## src/rtl/seqdetect_pkg.sv

```systemverilog
// Shared types and constants for the sequence-detector serial feeder.
package seqdetect_pkg;

    // Two-state shifter: waiting for a word, or emitting one
    typedef enum logic {
        SER_IDLE  = 1'b0,
        SER_SHIFT = 1'b1
    } ser_state_t;

    // Line value while no data is pending; 0 never begins a detector match
    localparam logic SER_IDLE_BIT = 1'b0;

endpackage

```

## src/rtl/seqdetect_ser_fifo.sv

```systemverilog
// Small synchronous word FIFO with async reset. Pointers wrap naturally
// because the depth is a power of two. Read data is combinational from the
// head entry so the consumer can load on the same edge it pops.
module seqdetect_ser_fifo #(
    parameter int DATA_W     = 8,
    parameter int FIFO_DEPTH = 4
) (
    input  logic                            clk,
    input  logic                            reset,
    input  logic                            push,
    input  logic                            pop,
    input  logic [DATA_W-1:0]               wdata,
    output logic [DATA_W-1:0]               rdata,
    output logic [$clog2(FIFO_DEPTH+1)-1:0] count,
    output logic                            full,
    output logic                            empty
);
    localparam int PTR_W = $clog2(FIFO_DEPTH);
    localparam int CNT_W = $clog2(FIFO_DEPTH+1);

    logic [DATA_W-1:0] mem_q [FIFO_DEPTH];
    logic [PTR_W-1:0]  wr_ptr_q, rd_ptr_q;
    logic [CNT_W-1:0]  count_q;
    logic              do_push, do_pop;

    assign full    = (count_q == CNT_W'(FIFO_DEPTH));
    assign empty   = (count_q == '0);
    assign do_push = push & ~full;
    assign do_pop  = pop & ~empty;
    assign rdata   = mem_q[rd_ptr_q];
    assign count   = count_q;

    // Storage array; contents need no reset since count gates visibility
    always_ff @(posedge clk) begin
        if (do_push) mem_q[wr_ptr_q] <= wdata;
    end

    // Pointer and occupancy bookkeeping; push+pop together leaves count unchanged
    always_ff @(posedge clk or posedge reset) begin
        if (reset) begin
            wr_ptr_q <= '0;
            rd_ptr_q <= '0;
            count_q  <= '0;
        end else begin
            if (do_push) wr_ptr_q <= wr_ptr_q + 1'b1;
            if (do_pop)  rd_ptr_q <= rd_ptr_q + 1'b1;
            case ({do_push, do_pop})
                2'b10:   count_q <= count_q + 1'b1;
                2'b01:   count_q <= count_q - 1'b1;
                default: count_q <= count_q;
            endcase
        end
    end

endmodule

```

## src/rtl/seqdetect_serializer.sv

```systemverilog
// Parallel-to-serial feeder for the sequence detector. Words arrive over
// valid/ready into a FIFO, then are shifted out one bit per clock with no
// gap between back-to-back words. Idle cycles drive 0 with out_valid low.
module seqdetect_serializer
    import seqdetect_pkg::*;
#(
    parameter int DATA_W     = 8,
    parameter int FIFO_DEPTH = 4,
    parameter bit MSB_FIRST  = 1'b1
) (
    input  logic                            clk,
    input  logic                            reset,
    input  logic [DATA_W-1:0]               in_data,
    input  logic                            in_valid,
    output logic                            in_ready,
    output logic                            out_bit,
    output logic                            out_valid,
    output logic                            busy,
    output logic [$clog2(FIFO_DEPTH+1)-1:0] fifo_count
);
    localparam int BC_W = $clog2(DATA_W);

    ser_state_t        state_q;
    logic [DATA_W-1:0] shreg_q;
    logic [BC_W-1:0]   bit_cnt_q;
    logic              out_bit_q, out_valid_q;

    logic [DATA_W-1:0] fifo_rdata;
    logic              fifo_full, fifo_empty;
    logic              push, load;
    logic              first_bit, next_bit;
    logic [DATA_W-1:0] load_rest, shift_rest;

    // Ready depends only on registered occupancy and reset, never on in_valid
    assign in_ready = ~fifo_full & ~reset;
    assign push     = in_valid & in_ready;

    // The shifter takes a new word when idle, or right after its last bit
    assign load = ~fifo_empty & ((state_q == SER_IDLE) || (bit_cnt_q == '0));

    // Bit-order selection: shreg_q keeps the bits still to be emitted,
    // with the next one at the exit end
    assign first_bit  = MSB_FIRST ? fifo_rdata[DATA_W-1] : fifo_rdata[0];
    assign load_rest  = MSB_FIRST ? (fifo_rdata << 1) : (fifo_rdata >> 1);
    assign next_bit   = MSB_FIRST ? shreg_q[DATA_W-1] : shreg_q[0];
    assign shift_rest = MSB_FIRST ? (shreg_q << 1) : (shreg_q >> 1);

    seqdetect_ser_fifo #(
        .DATA_W     (DATA_W),
        .FIFO_DEPTH (FIFO_DEPTH)
    ) u_fifo (
        .clk   (clk),
        .reset (reset),
        .push  (push),
        .pop   (load),
        .wdata (in_data),
        .rdata (fifo_rdata),
        .count (fifo_count),
        .full  (fifo_full),
        .empty (fifo_empty)
    );

    // Shifter FSM with registered serial outputs
    always_ff @(posedge clk or posedge reset) begin
        if (reset) begin
            state_q     <= SER_IDLE;
            shreg_q     <= '0;
            bit_cnt_q   <= '0;
            out_bit_q   <= SER_IDLE_BIT;
            out_valid_q <= 1'b0;
        end else begin
            case (state_q)
                SER_IDLE: begin
                    if (load) begin
                        state_q     <= SER_SHIFT;
                        shreg_q     <= load_rest;
                        bit_cnt_q   <= BC_W'(DATA_W-1);
                        out_bit_q   <= first_bit;
                        out_valid_q <= 1'b1;
                    end
                end
                SER_SHIFT: begin
                    if (bit_cnt_q != '0) begin
                        shreg_q   <= shift_rest;
                        bit_cnt_q <= bit_cnt_q - 1'b1;
                        out_bit_q <= next_bit;
                    end else if (load) begin
                        // Chain straight into the next word, no idle cycle
                        shreg_q     <= load_rest;
                        bit_cnt_q   <= BC_W'(DATA_W-1);
                        out_bit_q   <= first_bit;
                        out_valid_q <= 1'b1;
                    end else begin
                        state_q     <= SER_IDLE;
                        out_bit_q   <= SER_IDLE_BIT;
                        out_valid_q <= 1'b0;
                    end
                end
                default: state_q <= SER_IDLE;
            endcase
        end
    end

    assign out_bit   = out_bit_q;
    assign out_valid = out_valid_q;
    assign busy      = (state_q == SER_SHIFT) | (fifo_count != '0);

endmodule
```

## config.mk

```make
export PLATFORM = sky130hd
export DESIGN_NAME = seqdetect_serializer
export DESIGN_NICKNAME = d
export VERILOG_FILES = /design/src/rtl/seqdetect_pkg.sv /design/src/rtl/seqdetect_ser_fifo.sv /design/src/rtl/seqdetect_serializer.sv
export SDC_FILE = /design/constraint.sdc
export NUM_CORES = 1
export LEC_CHECK = 0
export ABC_AREA = 1
export CORE_MARGIN = 4
export CORE_UTILIZATION = 37
export DETAILED_ROUTE_END_ITERATION = 10
export GPL_ROUTABILITY_DRIVEN = 0
export PLACE_DENSITY = 0.59
export SLEW_MARGIN = 0
export SYNTH_ARGS = -nofsm -noshare
export SYNTH_HDL_FRONTEND = slang
export SYNTH_SLANG_ARGS = --single-unit
export TNS_END_PERCENT = 30
```

## constraint.sdc

```tcl
create_clock -name clk -period 5.6 [get_ports clk]
set_input_delay 1.68 -clock clk [delete_from_list [all_inputs] [get_ports clk]]
set_output_delay 1.68 -clock clk [all_outputs]
set_load 0.02 [all_outputs]
```

# --- Yosys cells after proc, flatten, opt, wreduce, memory -nomap -nowiden ---
# Memory sizes are Yosys's and may differ from the RTL's.
# Cells that the tools add are included.
totals:
  regBits: 21
  in_bits: 11
  n_memories: 1
  word_cells: 55
  ram_bits: 32
  out_inout_bits: 7
classes:
  n_reduce_logical: 7
  eq_ne: 5
  mux: 19
  bitwise: 10
  addsub: 5
memory_table:
  columns: ["memory", "depth", "word_bits", "rd", "rd_ports_with_merged_regs", "wr", "line_no", "rtl"]
  rows:
  - ["u_fifo.mem_q", 4, 8, 1, 0, 1, "seqdetect_ser_fifo.sv:21", "logic [DATA_W-1:0] mem_q [FIFO_DEPTH];"]
op_table:
  columns: ["operator", "count"]
  rows:
  - ["$mux W8", 2]
  - ["$pmux W8 S2", 1]
  - ["$pmux W3 S2", 2]
  - ["$mux W1", 9]
  - ["$logic_not A3 Y1", 2]
  - ["$mux W3", 2]
  - ["$pmux W1 S2", 3]
  - ["$reduce_bool A3 Y1", 2]
  - ["$sub A3 B1 Y3 const B", 2]
  - ["$and A1 B1 Y1", 5]
  - ["$add A2 B1 Y2 const B", 2]
  - ["$not A1 Y1", 4]
  - ["$add A3 B1 Y3 const B", 1]
  - ["$eq A3 B3 Y1 const B", 1]
  - ["$eq A2 B1 Y1 const B", 1]
  - ["$eq A2 B2 Y1 const B", 1]
  - ["$ne A2 B1 Y1 const B", 1]
  - ["$ne A2 B2 Y1 const B", 1]
  - ["$reduce_and A2 Y1", 1]
  - ["$reduce_bool A2 Y1", 1]
  - ["$logic_or A1 B1 Y1", 1]
  - ["$or A1 B1 Y1", 1]

# --- Logic depth before layout (Yosys ltp) ---
logic_depth:
  depth_word: 7
  mapped_depth: 12
  ltp_nobuf: 12

# --- Hierarchy ---
# Synthesis repeated with hierarchy kept, for this count alone.
unflattened:
  hier_cells: 241
  hier_area_um2: 2477.4
modules_own_cells:
  columns: ["module", "area_each_um2", "seq_area_each_um2", "n_inst", "cells_each"]
  rows:
  - ["seqdetect_ser_fifo", 1755.4, 1136.1, 1, 155]
  - ["seqdetect_serializer", 721.9, 350.3, 1, 86]

# --- Worst setup path after synthesis ---
# No wires, ideal clock.
synth_timing:
  path_type: "input -> output"
  start: "input port reset"
  end: "output port in_ready"
  t_arrival_ps: 2053
  t_required_ps: 3920
  cell_stages: 1
  setup_slack_ps: 1867
  cell_sequence: "a21oi_1"
synth_between:
  elab_chain_len: 2
synth_lines:
  columns: ["item", "line_no", "rtl"]
  rows:
  - ["start: declaration", "seqdetect_serializer.sv:12", "input logic reset,"]
  - ["$not A1 Y1", "seqdetect_serializer.sv:35", "assign in_ready = ~fifo_full & ~reset;"]
  - ["$and A1 B1 Y1", "seqdetect_serializer.sv:35", null]
  - ["end: declaration", "seqdetect_serializer.sv:15", "output logic in_ready,"]
# No other way between the ends.

# --- Worst setup path after layout ---
# Ends and elaborated chain as after synthesis.

==> flow_metrics.py <==
metrics = {
    "grt": {
        "grt_max_degree": 23,
        "grt_pass1_wl_um": 7180,
        "grtUsageTotal_pct": 11.0,
        "antenna_found_initial": 0,
        "first_global_vias": 1534,
        "overflow": 0,
    },
    "detailed_routing": {
        "drt_iter0_drc": 59,
        "avgRoutedWirePerCell_um": 11.4,
        "drc": 0,
        "first_pass_iters": 4,
        "via_per_inst": 4.36,
        "antenna_left": 0,
        "via_count": 1564,
        "routed_wl_um": 4110,
    },
    "cts": {
        "cts_tree": "yes",
        "hold_buffers": 0,
        "cts_sinks": 53,
        "cts.clk_slew.worst_paths_ns": 0.09,
        "post_cts_resized": 0,
        "post_cts_buffers": 0,
        "clockBufferDepth": 2,
        "clkLatencyLatePin_ns": 0.30,
        "cts_made_buffers": 5,
        "root_buffer": "clkbuf_8",
        "htree_levels": 2,
    },
    "floorplan": {
        "pin_count": 18,
        "start_util_pct": 38.8,
        "rows": 29,
        "dieArea_um2": 8200,
        "die_h_um": 90.5,
        "core_area_um2": 6490,
        "die_w_um": 90.5,
    },
    "run_status": {
        "status": "completed",
    },
    "cells_and_area": {
        "utilization_pct": 43.4,
        "n_fill_cell": 632,
        "final_layout_size_suffix_gt1_share_pct": 9.57,
        "area_growth_pct": 11.7,
        "diodes": 0,
        "finalNetCount": 300,
    },
    "yosys": {
        "syn_nets": 281,
        "synth_ff_type": "edfxtp_1",
        "avgSynthCellArea_um2": 9.62,
        "async_flop_share_pct": 39.6,
        "post-synth-top-area-fraction_pct": 38.1,
        "synth_top_area_cell": "edfxtp_1",
        "ys_seq_area_share_pct": 59.0,
        "ys_ff_latch": 53,
        "synth-edff-count": 32,
        "synth-warning-count": 0,
        "ys_types": 28,
        "syn_inst": 262,
        "synth.top_cells.by_area": "edfxtp_1 (38%), dfrtp_1 (21%), nand2_1 (10%), inv_1 (7.6%), nand3_1 (4.6%)",
        "syn_area_um2": 2520,
    },
    "timing": {
        "rsz0062_at_grt": "no",
        "fin_crit_ns": 4.60,
        "fmax_ghz": 0.218,
        "maxSlewHeadroom_pct": 46.3,
        "fin_hold_ws_ns": 0.463,
        "maxSlewViolCount": 0,
        "fin_crit_sh_pct": 82.1,
        "finalHoldViolCount": 0,
        "skew_ns": 0.00591,
        "tightest_slew_ns": 0.803,
        "finalSetupTns_ns": 0,
        "setup_violations": 0,
    },
    "setup_path": {
        "reg2regPathDepth": 12,
        "r2r_end": "u_fifo.count[2]$_DFFE_PP0P_",
        "cp-start-kind": "input pin",
        "arrival_ns": 2.92,
        "reg2reg_slack_ns": 3.16,
        "worstSetupPathType": "in -> out",
        "critPathRequiredTime_ns": 3.92,
        "reg2reg_from": "bit_cnt_q[0]$_DFF_PP0_",
        "path_max_fanout": 2,
        "cp-end-kind": "output port",
    },
    "flow_run": {
        "cap_violations": 0,
    },
    "min_path": {
        "hp-class": "reg -> reg",
        "min_from": "bit_cnt_q[2]$_DFF_PP0_",
        "hold_end": "bit_cnt_q[2]$_DFF_PP0_",
        "whs_path_depth": 1,
    },
    "pwr": {
        "vdd_drop_max_mv": 0.196,
        "leakagePower_uw": 0.00131,
        "p_per_area_nw_per_um2": 474,
    },
    "placement": {
        "numPortBuffers": 17,
        "dpl.hpwl_um": 2910,
    },
}
## synthesized netlist by cell type, types with 3 or more instances
master	number
buf_6	3
dfrtp_1	21
edfxtp_1	32
ha_1	7
inv_1	51
inv_2	4
nand2_1	70
nand2_2	5
nand3_1	23
nor2_1	18
o21ai_0	4
o21ai_1	3
## registers in the layout (all words and copies together), names as in the netlist
register         cells
out_valid            1
bit_cnt_q            3
u_fifo.count         3
u_fifo.rd_ptr_q      2
u_fifo.mem_q        32
u_fifo.wr_ptr_q      2
state_q              1
out_bit              1
shreg_q              8
## critical path, stage by stage
cell and delay [ns]:
clkdlybuf4s50_1 0.42, a21oi_1 0.17, clkdlybuf4s50_1 0.64
## logic make-up (layout without fill, tap and decap cells)
family | after synthesis | in the layout | share of synthesized area (%)
adder cells (fa/ha/maj) | 8 | 8 | 4.27
buffers and inverters | 63 | 83 | 11.3
flip-flops | 53 | 53 | 59.0
AND/OR/NAND/NOR | 124 | 124 | 21.6
AO/OA/AOI/OAI | 10 | 10 | 2.13
XOR/XNOR | 4 | 4 | 1.69
## cell type report
cell class	count	area, µm²	share of cell area [%]
flip-flops and latches	53	1490	52.8
multi-input cells	146	749	26.6
inverters	57	216	7.69
repair buffers	18	178	6.31
well taps	77	96.3	3.42
clock buffers	5	68.8	2.44
clock inverters	3	21.3	0.755
## routing by layer
layer  global-route usage (%)  share of wire (%)  vias to the layer above
met3                     2.50                3.6                        9
met4                     4.46                1.8                        0
met1                     14.1                 47                      695
li1                         -                  -                      837
met5                        0                  0                        -
met2                     18.1                 47                       23
## placed cells by master, fill, tap and decap left out, types with 2 or more instances in the layout
cell type,count
nand2_1,70
nand2_2,5
edfxtp_1,32
ha_1,7
nand3_1,23
inv_1,51
inv_2,4
xor2_1,2
nor2_4,2
o21ai_0,4
nor2_2,2
nor2_1,18
dfrtp_1,21
clkdlybuf4s50_1,17
clkbuf_8,5
a21oi_1,2
o21ai_1,3
clkinv_1,2
## through the flow
| stage | setup slack, ns | std cells | power (µW) | area [µm²] |
|---|---|---|---|---|
| final | 1.00 | 359 | 1340 | 2820 |
| after global routing | 0.913 | 359 | 1470 | 2820 |
| after CTS | 1.00 | 359 | 1360 | 2820 |
| after detailed placement | 0.997 | 351 | 1140 | 2730 |
| after global placement | 1.04 | 351 | 1130 | 2730 |
| after floorplan | 1.87 | 262 | 1030 | 2520 |
## worst max path at each step
stage | start | endpoint | slack, ns | cells past startpoint
after CTS | reset | in_ready | 1.0 | 3
after global routing | reset | in_ready | 0.91 | 3
after detailed placement | reset | in_ready | 1.0 | 3
final | reset | in_ready | 1.00 | 3
after global placement | reset | in_ready | 1.04 | 3
after floorplan | reset | in_ready | 1.87 | 1
## power breakdown
part           switching [µW]  internal, µW  total (µW)
clock                     123          89.0         212
sequential               83.0           512         595
combinational             328           200         528
Note: power is estimated with default switching activity, not from simulation.
